### config.mk
export PLATFORM = sky130hd
export DESIGN_NAME = mem_byte_ctrl_flat
export DESIGN_NICKNAME = d
export VERILOG_FILES = /design/src/rtl/mem_byte_ctrl_pkg.sv /design/src/rtl/mem_byte_ctrl_if.sv /design/src/rtl/mem_byte_ctrl_lane.sv /design/src/rtl/mem_byte_ctrl.sv /design/src/flat_wrapper.sv
export SDC_FILE = /design/constraint.sdc
export NUM_CORES = 1
export LEC_CHECK = 0
export BUFFER_PORTS_ARGS = -buffer_cell sky130_fd_sc_hd__buf_2
export CORE_MARGIN = 3
export CORE_UTILIZATION = 55
export DETAILED_ROUTE_END_ITERATION = 10
export PLACE_DENSITY = 0.85
export SYNTH_ARGS = -nofsm -noshare
export SYNTH_HDL_FRONTEND = slang
export SYNTH_SLANG_ARGS = --single-unit
### constraint.sdc
create_clock -name clk -period 4.9 [get_ports clk]
set_input_delay 0.98 -clock clk [delete_from_list [all_inputs] [get_ports clk]]
set_output_delay 0.98 -clock clk [all_outputs]
set_load 0.03 [all_outputs]
### src/rtl/mem_byte_ctrl_pkg.sv
// Shared types and constants for the byte-serial memory controller:
// transfer sizes, FSM states, requester identity and the IO region select.
package mem_byte_ctrl_pkg;

   localparam int         ADDR_W = 32;
   localparam logic [1:0] IO_SEL = 2'b11;

   typedef enum logic [1:0] {
      SZ_BYTE     = 2'b00,
      SZ_HALF     = 2'b01,
      SZ_WORD     = 2'b10,
      SZ_WORD_ALT = 2'b11
   } mem_size_e;

   typedef enum logic [1:0] {
      S_IDLE,
      S_READ,
      S_WRITE,
      S_DONE
   } state_e;

   typedef enum logic {
      OWN_IF,
      OWN_MEM
   } owner_e;

   // The reserved encoding 11 falls through to a full word.
   function automatic logic [2:0] size_to_count(input mem_size_e size);
      case (size)
         SZ_BYTE: return 3'd1;
         SZ_HALF: return 3'd2;
         default: return 3'd4;
      endcase
   endfunction

   function automatic logic is_io(input logic [1:0] region);
      return region == IO_SEL;
   endfunction

endpackage

### src/rtl/mem_byte_ctrl_if.sv
// CPU-side request/response signals plus the 8-bit RAM/IO bus of the
// byte-serial memory controller.
interface mem_byte_ctrl_if;
   import mem_byte_ctrl_pkg::*;

   logic              if_req_i;
   logic [ADDR_W-1:0] if_addr_i;
   logic              if_flush_i;
   logic              mem_req_i;
   logic              mem_we_i;
   logic [1:0]        mem_size_i;
   logic [ADDR_W-1:0] mem_addr_i;
   logic [31:0]       mem_wdata_i;
   logic [7:0]        mem_din;
   logic [ADDR_W-1:0] mem_a;
   logic [7:0]        mem_dout;
   logic              mem_wr;
   logic [31:0]       rdata_o;
   logic              if_done_o;
   logic              mem_done_o;
   logic              if_stall_o;
   logic              mem_stall_o;

   modport master (
      output if_req_i, if_addr_i, if_flush_i, mem_req_i, mem_we_i, mem_size_i,
             mem_addr_i, mem_wdata_i, mem_din,
      input  mem_a, mem_dout, mem_wr, rdata_o, if_done_o, mem_done_o,
             if_stall_o, mem_stall_o
   );

   modport slave (
      input  if_req_i, if_addr_i, if_flush_i, mem_req_i, mem_we_i, mem_size_i,
             mem_addr_i, mem_wdata_i, mem_din,
      output mem_a, mem_dout, mem_wr, rdata_o, if_done_o, mem_done_o,
             if_stall_o, mem_stall_o
   );

endinterface

### src/rtl/mem_byte_ctrl_lane.sv
// Read-data assembler: drops each returned byte into its little-endian lane
// of a 32-bit register; clearing keeps unused upper bytes at zero.
module mem_byte_lane (
   input  logic        clk,
   input  logic        rst,
   input  logic        clear,
   input  logic        cap_en,
   input  logic [1:0]  lane,
   input  logic [7:0]  din,
   output logic [31:0] data
);

   logic [31:0] data_q, data_d;

   always_comb begin
      data_d = data_q;
      if (clear) begin
         data_d = '0;
      end else if (cap_en) begin
         data_d[{lane, 3'b000} +: 8] = din;
      end
   end

   always_ff @(posedge clk or negedge rst) begin
      if (!rst) begin
         data_q <= '0;
      end else begin
         data_q <= data_d;
      end
   end

   assign data = data_q;

endmodule

### src/rtl/mem_byte_ctrl.sv
// Byte-serial memory controller: arbitrates instruction fetches and data
// loads/stores onto an 8-bit RAM/IO bus and reassembles 32-bit read data.
module mem_byte_ctrl
   import mem_byte_ctrl_pkg::*;
(
   input  logic           clk,
   input  logic           rst,
   input  logic           rdy,
   mem_byte_ctrl_if.slave bus
);

   state_e            state_q, state_d;
   owner_e            owner_q, owner_d;
   logic [ADDR_W-1:0] base_q, base_d;
   logic [31:0]       wdata_q, wdata_d;
   logic [2:0]        count_q, count_d;
   logic [2:0]        issue_ptr_q, issue_ptr_d;
   logic [2:0]        cap_cnt_q, cap_cnt_d;
   logic [1:0]        cap_lane_q, cap_lane_d;
   logic              issued_q, issued_d;
   logic              issue_now;
   logic              capture_now;
   logic              clear_rdata;
   logic              flush_hit;
   logic [2:0]        cap_total;

   // A byte returns one cycle after its address; it is taken even while rdy is low.
   assign capture_now = issued_q && (state_q == S_READ);
   assign cap_total   = cap_cnt_q + {2'b00, capture_now};
   assign flush_hit   = (owner_q == OWN_IF) && bus.if_flush_i;
   assign issued_d    = issue_now;

   always_comb begin
      state_d     = state_q;
      owner_d     = owner_q;
      base_d      = base_q;
      wdata_d     = wdata_q;
      count_d     = count_q;
      issue_ptr_d = issue_ptr_q;
      cap_cnt_d   = cap_cnt_q;
      cap_lane_d  = cap_lane_q;
      issue_now   = 1'b0;
      clear_rdata = 1'b0;
      bus.mem_a    = '0;
      bus.mem_dout = '0;
      bus.mem_wr   = 1'b0;

      case (state_q)
         S_IDLE: begin
            if (rdy) begin
               if (bus.mem_req_i) begin
                  owner_d     = OWN_MEM;
                  base_d      = bus.mem_addr_i;
                  wdata_d     = bus.mem_wdata_i;
                  count_d     = size_to_count(mem_size_e'(bus.mem_size_i));
                  issue_ptr_d = '0;
                  cap_cnt_d   = '0;
                  clear_rdata = 1'b1;
                  state_d     = bus.mem_we_i ? S_WRITE : S_READ;
               end else if (bus.if_req_i && !bus.if_flush_i) begin
                  owner_d     = OWN_IF;
                  base_d      = bus.if_addr_i;
                  count_d     = 3'd4;
                  issue_ptr_d = '0;
                  cap_cnt_d   = '0;
                  clear_rdata = 1'b1;
                  state_d     = S_READ;
               end
            end
         end

         S_READ: begin
            if (rdy && (issue_ptr_q < count_q)) begin
               issue_now   = 1'b1;
               bus.mem_a   = base_q + ADDR_W'(issue_ptr_q);
               cap_lane_d  = issue_ptr_q[1:0];
               issue_ptr_d = issue_ptr_q + 3'd1;
            end
            cap_cnt_d = cap_total;
            if (rdy && (cap_total == count_q)) begin
               state_d = S_DONE;
            end
            if (flush_hit) begin
               state_d = S_IDLE;
            end
         end

         S_WRITE: begin
            if (rdy) begin
               bus.mem_wr   = 1'b1;
               bus.mem_a    = base_q + ADDR_W'(issue_ptr_q);
               bus.mem_dout = wdata_q[{issue_ptr_q[1:0], 3'b000} +: 8];
               issue_ptr_d  = issue_ptr_q + 3'd1;
               if (issue_ptr_q == (count_q - 3'd1)) begin
                  state_d = S_DONE;
               end
            end
         end

         // Leaves unconditionally so the done pulse is always exactly one cycle.
         S_DONE: state_d = S_IDLE;

         default: state_d = S_IDLE;
      endcase
   end

   always_ff @(posedge clk or negedge rst) begin
      if (!rst) begin
         state_q     <= S_IDLE;
         owner_q     <= OWN_IF;
         base_q      <= '0;
         wdata_q     <= '0;
         count_q     <= '0;
         issue_ptr_q <= '0;
         cap_cnt_q   <= '0;
         cap_lane_q  <= '0;
         issued_q    <= 1'b0;
      end else begin
         state_q     <= state_d;
         owner_q     <= owner_d;
         base_q      <= base_d;
         wdata_q     <= wdata_d;
         count_q     <= count_d;
         issue_ptr_q <= issue_ptr_d;
         cap_cnt_q   <= cap_cnt_d;
         cap_lane_q  <= cap_lane_d;
         issued_q    <= issued_d;
      end
   end

   mem_byte_lane u_lane (
      .clk    (clk),
      .rst    (rst),
      .clear  (clear_rdata),
      .cap_en (capture_now),
      .lane   (cap_lane_q),
      .din    (bus.mem_din),
      .data   (bus.rdata_o)
   );

   assign bus.if_done_o   = (state_q == S_DONE) && (owner_q == OWN_IF) && !bus.if_flush_i;
   assign bus.mem_done_o  = (state_q == S_DONE) && (owner_q == OWN_MEM);
   assign bus.if_stall_o  = bus.if_req_i && !bus.if_done_o;
   assign bus.mem_stall_o = bus.mem_req_i && !bus.mem_done_o;

endmodule

### src/flat_wrapper.sv
// flat-port wrapper written by rule: the top's interface ports become plain ports
module mem_byte_ctrl_flat import mem_byte_ctrl_pkg::*;
  (clk, rst, rdy, bus_if_req_i, bus_if_addr_i, bus_if_flush_i, bus_mem_req_i, bus_mem_we_i, bus_mem_size_i, bus_mem_addr_i, bus_mem_wdata_i, bus_mem_din, bus_mem_a, bus_mem_dout, bus_mem_wr, bus_rdata_o, bus_if_done_o, bus_mem_done_o, bus_if_stall_o, bus_mem_stall_o);
  mem_byte_ctrl_if bus_i ();
  input  logic clk;
  input  logic rst;
  input  logic rdy;
  input wire logic [$bits(bus_i.if_req_i)-1:0] bus_if_req_i;
  input wire logic [$bits(bus_i.if_addr_i)-1:0] bus_if_addr_i;
  input wire logic [$bits(bus_i.if_flush_i)-1:0] bus_if_flush_i;
  input wire logic [$bits(bus_i.mem_req_i)-1:0] bus_mem_req_i;
  input wire logic [$bits(bus_i.mem_we_i)-1:0] bus_mem_we_i;
  input wire logic [$bits(bus_i.mem_size_i)-1:0] bus_mem_size_i;
  input wire logic [$bits(bus_i.mem_addr_i)-1:0] bus_mem_addr_i;
  input wire logic [$bits(bus_i.mem_wdata_i)-1:0] bus_mem_wdata_i;
  input wire logic [$bits(bus_i.mem_din)-1:0] bus_mem_din;
  output wire logic [$bits(bus_i.mem_a)-1:0] bus_mem_a;
  output wire logic [$bits(bus_i.mem_dout)-1:0] bus_mem_dout;
  output wire logic [$bits(bus_i.mem_wr)-1:0] bus_mem_wr;
  output wire logic [$bits(bus_i.rdata_o)-1:0] bus_rdata_o;
  output wire logic [$bits(bus_i.if_done_o)-1:0] bus_if_done_o;
  output wire logic [$bits(bus_i.mem_done_o)-1:0] bus_mem_done_o;
  output wire logic [$bits(bus_i.if_stall_o)-1:0] bus_if_stall_o;
  output wire logic [$bits(bus_i.mem_stall_o)-1:0] bus_mem_stall_o;
  assign bus_i.if_req_i = bus_if_req_i;
  assign bus_i.if_addr_i = bus_if_addr_i;
  assign bus_i.if_flush_i = bus_if_flush_i;
  assign bus_i.mem_req_i = bus_mem_req_i;
  assign bus_i.mem_we_i = bus_mem_we_i;
  assign bus_i.mem_size_i = bus_mem_size_i;
  assign bus_i.mem_addr_i = bus_mem_addr_i;
  assign bus_i.mem_wdata_i = bus_mem_wdata_i;
  assign bus_i.mem_din = bus_mem_din;
  assign bus_mem_a = bus_i.mem_a;
  assign bus_mem_dout = bus_i.mem_dout;
  assign bus_mem_wr = bus_i.mem_wr;
  assign bus_rdata_o = bus_i.rdata_o;
  assign bus_if_done_o = bus_i.if_done_o;
  assign bus_mem_done_o = bus_i.mem_done_o;
  assign bus_if_stall_o = bus_i.if_stall_o;
  assign bus_mem_stall_o = bus_i.mem_stall_o;
  mem_byte_ctrl u_core (.clk(clk), .rst(rst), .rdy(rdy), .bus(bus_i));
endmodule
==> flow_metrics.py, run 1 <==
metrics = {
    "floorplan": {
        "die_w_um": 110.9,
        "dieArea_mm2": 0.01231,
        "core_mm2": 0.01051,
        "die-height_um": 110.9,
        "row_count": 37,
        "start_util_pct": 57.64,
        "io-pin-count": 190,
    },
    "synth": {
        "yosysTopAreaCell": "dfrtp_1",
        "synth_seq_cells": 111,
        "synth-edff-count": 0,
        "synth_top_area_share_pct": 45.86,
        "synth.area.top_cells": "dfrtp_1 46%, mux2_2 6.3%, mux2i_1 5.9%, nor2_1 4.2%, a22oi_1 4.0%",
        "synth_nets": 708,
        "yosysWarnings": 0,
        "yosysSeqAreaShare_pct": 45.86,
        "synthArstFlopShare_pct": 100.0,
        "synth.avg_cell_area_um2": 10.53,
        "syn_area_mm2": 0.006057,
        "syn_inst": 575,
        "ys.flop_type": "dfrtp_1",
        "synth.distinct_cells": 49,
    },
    "layout": {
        "final_cells": 893,
        "drive_above_1_share_pct": 35.01,
        "diodes": 0,
        "final_nets": 886,
        "area_delta_synth_final_pct": 20.10,
        "fin_area_mm2": 0.007274,
    },
    "routing": {
        "viasPerCell": 5.642,
        "drcViolationCount": 0,
        "avgRoutedWirePerCell_um": 16.72,
        "first_iter_violations": 487,
        "vias": 5038,
        "wl_mm": 14.93,
        "ant_nets": 0,
        "first_pass_iters": 5,
    },
    "timing": {
        "final_max_slew_viol_count": 0,
        "period_minus_slack_ns": 4.352,
        "relSlewSlack_pct": 26.73,
        "rsz0062_at_grt": "no",
        "hold_viol": 0,
        "fmaxAchievable_mhz": 229.8,
        "finalSetupViolCount": 0,
        "finalClockSkew_ns": 0.006868,
        "worst_hold_slack_ns": 0.5040,
        "layout_setup_ws_ns": 0.5483,
        "finalCritPeriodShare_pct": 88.81,
        "tns_ns": 0,
        "tightest_slew_ns": 1.099,
    },
    "critical_path": {
        "r2r_start": "u_core.state_q[1]",
        "worstSetupStartpoint": "u_core.issue_ptr_q[1]",
        "startpoint_type": "register",
        "cp-end-kind": "output port",
        "crit_arrival_ns": 3.37,
        "required_ns": 3.92,
        "reg2reg_slack_ns": 1.98,
        "cp_max_fo": 13,
        "crit_type": "reg2out",
    },
    "clock_tree": {
        "clkSinkCount": 111,
        "cts_tree": "built",
        "hold_buffers": 0,
        "htreeDepth": 3,
        "numCtsBuffers": 9,
        "ctsLongestPathBuffers": 2,
        "clkTransAtPathRegs_ns": 0.10,
        "post_cts_resized": 0,
        "clock_latency_ns": 0.39,
        "cts_setup_buffers": 0,
        "cts_root_buffer": "clkbuf_8",
    },
    "place": {
        "post_dp_cell_area_mm2": 0.007106,
        "dp_slack_ns": 1.035,
        "dp_hpwl_mm": 11.15,
        "place_inst": 878,
        "gp_congestion": 0.8460,
        "io_buffers": 189,
    },
    "grt": {
        "antenna_found_initial": 0,
        "grt-ovfl-total": 0,
        "grt_usage_pct": 24.65,
        "grt_pass1_vias": 5141,
        "grt_pass1_wl_mm": 24.76,
        "grt_max_degree": 80,
    },
    "power": {
        "power_density_mw_per_mm2": 209.0,
        "ir_worst_vdd_uv": 267.4,
        "p_leak_nw": 3.821,
    },
    "run_status": {
        "outcome": "complete, no violations",
    },
    "worst_hold_path": {
        "min_from": "u_core.count_q[2]",
        "hold_path.class": "reg2reg",
    },
    "flow_run": {
        "cap_violations": 0,
    },
}
## logic make-up (layout without fill, tap and decap cells)
| kind of cell | after synthesis | after routing | synth area share, % |
|---|---|---|---|
| AOI/OAI and AO/OA | 94 | 94 | 10.23 |
| xor gates and xnor gates | 35 | 35 | 5.061 |
| adders and majority gates | 20 | 20 | 4.255 |
| buffers and inverters | 48 | 230 | 3.078 |
| DFF | 111 | 111 | 45.86 |
| muxes | 78 | 78 | 15.24 |
| and+or+nand+nor | 189 | 189 | 16.28 |
## per-stage QoR
stage          power, mW  utilization, %
2_1_floorplan     0.9606               -
3_3_place_gp       1.032           67.62
3_5_place_dp       1.035           67.62
4_1_cts            1.539           69.22
5_1_grt            1.587           69.22
6_report           1.520           69.22
## state kept, by name, summed over array words and instances (netlist names)
| name | count |
|---|---|
| u_core.count_q | 3 |
| u_core.issue_ptr_q | 3 |
| u_core.state_q | 2 |
| u_core.base_q | 32 |
| u_core.cap_cnt_q | 3 |
| u_core.u_lane.data | 32 |
| u_core.owner_q | 1 |
| u_core.cap_lane_q | 2 |
| u_core.wdata_q | 32 |
| u_core.issued_q | 1 |
## metal layers
metal  global-route usage (%)  part of all wire [%]  vias to the layer above
li1                         -                     -                     2379
met1                    30.16                    41                     2413
met2                    42.15                    50                      222
met3                    6.605                   6.8                       24
met4                    8.456                   1.9                        0
met5                        0                     0                        -
## Yosys cell counts (all sizes together) (2+ instances only)
cell and count:
clkbuf 19, mux2 34, nor2 68, xor2 22
or3 3, mux4 8, mux2i 36, a21boi 2
nand2 55, xnor2 13, nor3b 2, a21o 2
inv 21, a22oi 32, and2 4, and3 2
nor2b 13, o211ai 2, o21ai 42, a32o 2
nand4 18, dfrtp 111, buf 8, nor4 4
nand3b 4, nor3 3, a21oi 5, nand3 8
ha 19
## final timing paths
path	depth (start not counted)	to
worst min register to register	2	u_core.count_q[2]
max in group asynchronous	2	u_core.base_q[20]
min in group asynchronous	1	u_core.u_lane.data[29]
worst max register to register	10	u_core.state_q[1]
worst max-delay path	8	bus_mem_a[30]
worst min-delay path	2	u_core.count_q[2]
## critical path, stage by stage, from the launching register on
cell and delay, ns:
dfrtp_1 0.74, inv_1 0.20, fa_1 0.48, nand2b_1 0.23
a2111oi_4 0.66, nand4_1 0.21, xor2_1 0.18, nor2_1 0.08
buf_2 0.20
## report_power, final
group          internal, mW  switching, mW  total (mW)  leakage [nW]
sequential            0.915              0       0.915          1.52
combinational        0.0466         0.0542       0.101          2.23
clock                 0.185          0.319       0.504        0.0781
total                  1.15          0.374        1.52          3.82
## layout by cell type, fill, tap and decap left out, types with 2 or more instances in the layout
| cell type | n |
|---|---|
| nand4_1 | 15 |
| nor3b_1 | 2 |
| and2_1 | 4 |
| xor2_1 | 22 |
| mux2_2 | 34 |
| clkbuf_8 | 9 |
| dfrtp_1 | 111 |
| inv_6 | 2 |
| clkinvlp_4 | 3 |
| nand3_2 | 2 |
| a32o_1 | 2 |
| o211ai_1 | 2 |
| nand4_4 | 2 |
| nor4_2 | 2 |
| a21o_1 | 2 |
| ha_1 | 19 |
| inv_1 | 21 |
| buf_2 | 188 |
| a21oi_1 | 5 |
| o21ai_0 | 42 |
| nor2b_1 | 13 |
| nor2_1 | 68 |
| nand3_1 | 6 |
| and3_1 | 2 |
| mux2i_1 | 36 |
| a21boi_0 | 2 |
| buf_4 | 6 |
| a22oi_1 | 32 |
| mux4_2 | 8 |
| nand3b_1 | 4 |
| xnor2_1 | 13 |
| nand2_1 | 54 |
| nor3_1 | 2 |
| or3_1 | 3 |
| nor4_4 | 2 |
## cell type report
class,count,area (um2)
tap,136,170.2
sequential,111,2778
clock buffer,9,123.9
timing repair buffer,194,985.9
clock inverter,6,45.04
multi-input combinational,416,3093
fill,782,3234
inverter,21,78.83
(Power assumes the default switching activity.)
==> run 2, diff against run 1 <==
Settings changed: CORE_UTILIZATION 55 to 52, PLACE_DENSITY 0.85 to 0.83, REMOVE_ABC_BUFFERS from default to 1.
Clock period 4.9 ns to 4.6 ns, I/O delays scaled along.
==> run 2 against run 1 <==
Sequential cell count stayed put. Sequential share of layout area is 0.73 points lower. Sequential power is 6.6% higher. Register-to-register slack worse by 0.24 ns. Wire length is 0.78% higher. Clock skew is 0.00059 ns higher. Critical path type unchanged. Highest routed layer is now met5.
==> flow_metrics.py, run 2 (same netlist as run 1, synthesis figures left out) <==
metrics = {
    "run_status": {
        "outcome": "complete, no violations",
    },
    "floorplan": {
        "start_util_pct": 54.44,
        "io-pin-count": 190,
        "row_count": 38,
        "core_mm2": 0.01113,
        "dieArea_mm2": 0.01298,
        "die-height_um": 113.9,
        "die_w_um": 113.9,
    },
    "routing": {
        "wl_met3_um": 937,
        "wl_met1_mm": 6.100,
        "avgRoutedWirePerCell_um": 16.70,
        "viasPerCell": 5.541,
        "wl_met2_mm": 7.713,
        "first_pass_iters": 5,
        "vias": 4992,
        "drcViolationCount": 0,
        "wl_mm": 15.05,
        "ant_nets": 0,
        "first_iter_violations": 343,
        "dr.max_layer_used": "met5",
    },
    "critical_path": {
        "cp-end-kind": "output port",
        "startpoint_type": "register",
        "crit_arrival_ns": 3.10,
        "cp_max_fo": 13,
        "crit_type": "reg2out",
        "required_ns": 3.68,
    },
    "clock_tree": {
        "clkTransAtPathRegs_ns": 0.07,
        "cts_setup_buffers": 0,
        "cts_root_buffer": "clkbuf_16",
        "clock_latency_ns": 0.34,
        "ctsLongestPathBuffers": 2,
        "clkSinkCount": 111,
        "post_cts_resized": 0,
        "htreeDepth": 3,
        "numCtsBuffers": 9,
        "hold_buffers": 0,
        "cts_tree": "built",
    },
    "layout": {
        "final_cells": 901,
        "drive_above_1_share_pct": 35.26,
        "final_nets": 888,
        "most-common-layout-cells": "188 x buf_2, 111 x dfrtp_1, 68 x nor2_1, 54 x nand2_1, 42 x o21ai_0",
        "multiInputGateArea_mm2": 0.003093,
        "ff_latch_area_mm2": 0.002778,
        "final_common_cell": "buf_2",
        "fin_area_mm2": 0.007417,
        "final_util_pct": 66.67,
        "nFillCells": 879,
        "area_delta_synth_final_pct": 22.45,
    },
    "timing": {
        "fmaxAchievable_mhz": 248.7,
        "tightest_slew_ns": 1.038,
        "relSlewSlack_pct": 30.79,
        "finalClockSkew_ns": 0.007460,
        "finalCritPeriodShare_pct": 87.42,
        "final_max_slew_viol_count": 0,
        "hold_viol": 0,
        "period_minus_slack_ns": 4.021,
        "worst_hold_slack_ns": 0.4883,
        "finalSetupViolCount": 0,
        "rsz0062_at_grt": "no",
        "tns_ns": 0,
    },
    "grt": {
        "grt-ovfl-total": 0,
        "grt_max_degree": 67,
        "grt_pass1_vias": 5084,
        "grt_usage_pct": 23.33,
        "antenna_found_initial": 2,
        "grt_pass1_wl_mm": 24.40,
    },
    "power": {
        "ir_worst_vdd_uv": 163.8,
        "power_density_mw_per_mm2": 247.6,
        "p_leak_nw": 3.888,
    },
    "flow_run": {
        "cap_violations": 0,
    },
    "place": {
        "gp_congestion": 0.8425,
        "post_dp_cell_area_mm2": 0.007126,
        "io_buffers": 189,
        "dp_hpwl_mm": 11.34,
        "place_inst": 884,
    },
    "worst_hold_path": {
        "hold_path.class": "reg2reg",
    },
}
-- run 2: cell types whose count changed in the layout (fill, tap and decap cells not counted) --
cell / delta
diode_2: +1
inv_6: -1
clkbuf_16: +9
inv_8: +2
clkinv_4: +2
clkbuf_8: -9
clkinvlp_4: -1
buf_4: +2
clkinv_2: -1
-- run 2: metrics by stage --
stage	setup WS (ns)	power, mW
floorplan	0.9381	1.016
global route	0.3757	1.900
global placement	1.102	1.099
detailed placement	0.9523	1.103
CTS	0.5793	1.848
finish	0.5789	1.836
-- run 2: path summary, 6_finish.rpt --
| path | startpoint | slack, ns | depth (start not counted) | end |
|---|---|---|---|---|
| worst min register to register | u_core.count_q[2] | 0.49 | 2 | u_core.count_q[2] |
| worst min-delay path | u_core.count_q[2] | 0.49 | 2 | u_core.count_q[2] |
| worst max-delay path | u_core.issue_ptr_q[1] | 0.58 | 9 | bus_mem_a[22] |
| worst max register to register | u_core.state_q[1] | 1.74 | 10 | u_core.state_q[1] |
| min in group asynchronous | rst | 0.59 | 1 | u_core.owner_q |
| max in group asynchronous | rst | 3.06 | 2 | u_core.base_q[14] |
-- run 2: final cells by class --
| type | count | area share, % |
|---|---|---|
| Antenna cell | 1 | 0.03374 |
| Clock buffer | 9 | 3.036 |
| Clock inverter | 7 | 0.8603 |
| Inverter | 21 | 1.063 |
| Multi-Input combinational cell | 416 | 41.70 |
| Sequential cell | 111 | 37.45 |
| Tap cell | 140 | 2.362 |
| Timing Repair Buffer | 196 | 13.50 |
-- run 2: per-layer routing --
layer  vias to the layer above  global-route usage [%]
li1                       2389                       -
met1                      2393                   29.34
met2                       176                   40.91
met3                        32                   3.130
met4                         2                   8.868
met5                         -                       0
-- run 2: critical path: stages, from the launching register on --
cell and delay [ns]:
dfrtp_1 0.33, buf_4 0.21, inv_1 0.11, fa_1 0.46
nand2b_1 0.24, a2111oi_4 0.67, nand4_1 0.24, xnor2_1 0.23
nor2_1 0.05, buf_2 0.20
-- run 2: power breakdown --
part,leakage (nW),switching [mW],internal [mW]
logic,2.24,0.0564,0.0502
clock network,0.136,0.375,0.379
registers,1.52,0,0.975
==> run 3, diff against run 2 <==
Clock period 4.6 ns to 3.85 ns, I/O delays scaled along.
==> run 3 against run 2 <==
Via count rose by 1.1%. Utilization rose by 0.090 points. Wire length rose by 1.3%. Largest cell class unchanged. Clock-buffer cell count did not move. Cell count fell by 0.11%. Power rose by 20%. Cell area rose by 0.13%. Clock power rose by 21%. Register-to-register slack got worse by 0.84 ns. Worst hold slack improved by 0.013 ns. Worst setup slack got worse by 0.38 ns.
==> flow_metrics.py, run 3 (same netlist as run 1, synthesis figures left out) <==
metrics = {
    "run_status": {
        "outcome": "complete, no violations",
    },
    "layout": {
        "final_nets": 888,
        "most-common-layout-cells": "188 x buf_2, 111 x dfrtp_1, 68 x nor2_1, 54 x nand2_1, 42 x o21ai_0",
        "fin_area_mm2": 0.007427,
        "final_util_pct": 66.76,
        "diodes": 0,
        "area_delta_synth_final_pct": 22.62,
        "final_common_cell": "buf_2",
        "drive_above_1_share_pct": 35.26,
    },
    "power": {
        "p_leak_nw": 3.898,
        "ir_worst_vdd_uv": 193.1,
        "power_density_mw_per_mm2": 297.2,
    },
    "timing": {
        "finalClockSkew_ns": 0.007674,
        "relSlewSlack_pct": 26.45,
        "fmaxAchievable_mhz": 273.8,
        "tns_ns": 0,
        "worst_hold_slack_ns": 0.5010,
        "tightest_slew_ns": 1.103,
        "rsz0062_at_grt": "no",
        "finalCritPeriodShare_pct": 94.86,
        "finalSetupViolCount": 0,
        "hold_viol": 0,
        "period_minus_slack_ns": 3.652,
        "final_max_slew_viol_count": 0,
    },
    "clock_tree": {
        "numCtsBuffers": 9,
        "ctsLongestPathBuffers": 2,
        "hold_buffers": 0,
        "clock_latency_ns": 0.34,
        "post_cts_resized": 0,
        "htreeDepth": 3,
        "cts_setup_buffers": 0,
        "clkTransAtPathRegs_ns": 0.08,
        "cts_tree": "built",
        "clkSinkCount": 111,
        "cts_root_buffer": "clkbuf_16",
    },
    "critical_path": {
        "cp_max_fo": 9,
        "required_ns": 3.08,
        "crit_arrival_ns": 2.88,
        "r2r_cells": 10,
        "r2r-end": "u_core.state_q[1]",
        "path_buf_inv": 2,
        "slowest_delay_ns": 0.62,
        "cpMaxStageDelayCell": "a2111oi_4",
        "path_cells": "ha_1, inv_1, fa_1, nand2b_1, a2111oi_4, nand4_1, xor2_1, nor2_1, buf_2",
        "crit_type": "reg2out",
        "cp-end-kind": "output port",
        "r2r_start": "u_core.state_q[1]",
        "startpoint_type": "register",
        "crit_family": "compound AO/OA/AOI/OAI gates",
        "reg2reg_slack_ns": 0.90,
    },
    "worst_hold_path": {
        "whs_path_depth": 2,
        "hold_path.class": "reg2reg",
        "min_from": "u_core.base_q[22]",
        "hold_end": "u_core.base_q[22]",
    },
    "floorplan": {
        "dieArea_mm2": 0.01298,
        "io-pin-count": 190,
        "core_mm2": 0.01113,
        "start_util_pct": 54.44,
        "die-height_um": 113.9,
        "die_w_um": 113.9,
        "row_count": 38,
    },
    "routing": {
        "wl_mm": 15.24,
        "first_pass_iters": 5,
        "vias": 5048,
        "viasPerCell": 5.609,
        "first_iter_violations": 321,
        "ant_nets": 0,
        "avgRoutedWirePerCell_um": 16.93,
        "drcViolationCount": 0,
    },
    "place": {
        "post_dp_cell_area_mm2": 0.007126,
        "io_buffers": 189,
        "gp_congestion": 0.8596,
        "dp_hpwl_mm": 11.58,
    },
    "grt": {
        "grt_pass1_wl_mm": 24.93,
        "antenna_found_initial": 0,
        "grt_max_degree": 76,
        "grt_usage_pct": 23.94,
        "grt-ovfl-total": 0,
        "grt_pass1_vias": 5293,
    },
    "flow_run": {
        "cap_violations": 0,
    },
}
## run 3: cell count changes in the layout (fill, tap and decap cells not counted)
| cell | change |
|---|---|
| clkinv_8 | +2 |
| clkinvlp_4 | -2 |
| inv_6 | +2 |
| inv_8 | -2 |
| diode_2 | -1 |
## run 3: layout make-up
type	count	area, um2
timing repair buffer	196	1001
clock inverter	7	76.32
sequential	111	2778
fill	853	3699
inverter	21	78.83
clock buffer	9	225.2
multi-input combinational	416	3093
tap	140	175.2
## run 3: worst max-delay path by stage
stage | start | to | slack [ns] | cells after the start
after floorplan | u_core.issue_ptr_q[0] | bus_mem_a[26] | 0.34 | 8
after global placement | u_core.issue_ptr_q[0] | bus_mem_a[26] | 0.66 | 9
after detailed placement | u_core.issue_ptr_q[0] | bus_mem_a[28] | 0.54 | 9
after CTS | u_core.issue_ptr_q[0] | bus_mem_a[28] | 0.16 | 9
after global routing | u_core.base_q[0] | bus_mem_a[24] | 0.03 | 9
final | u_core.issue_ptr_q[0] | bus_mem_a[28] | 0.20 | 9
## run 3: routing by layer
metal | GRT usage, % | wire, um | up-vias
met5 | 0 | 0 | -
met3 | 3.448 | 945 | 27
li1 | - | - | 2386
met1 | 29.59 | 6120 | 2431
met2 | 42.82 | 7895 | 204
met4 | 8.234 | 280 | 0
## run 3: tightest hold or removal path, stage by stage, from the launching register on
cell,delay [ns]
dfrtp_1,0.36
nand2_1,0.05
o21ai_0,0.06
## run 3: through the flow
stage	cells	power (mW)	worst slack, ns
CTS	900	2.234	0.1557
floorplan	548	1.214	0.3381
detailed placement	884	1.317	0.5369
finish	900	2.207	0.1981
global route	900	2.292	0.02706
global placement	884	1.314	0.6611
## run 3: report_power, final
| part | switching [mW] | internal [mW] | total [mW] | leakage (nW) |
|---|---|---|---|---|
| Clock | 0.455 | 0.460 | 0.915 | 0.147 |
| Combinational | 0.0679 | 0.0599 | 0.128 | 2.24 |
| Sequential | 0 | 1.16 | 1.16 | 1.52 |
| Total | 0.523 | 1.68 | 2.21 | 3.90 |
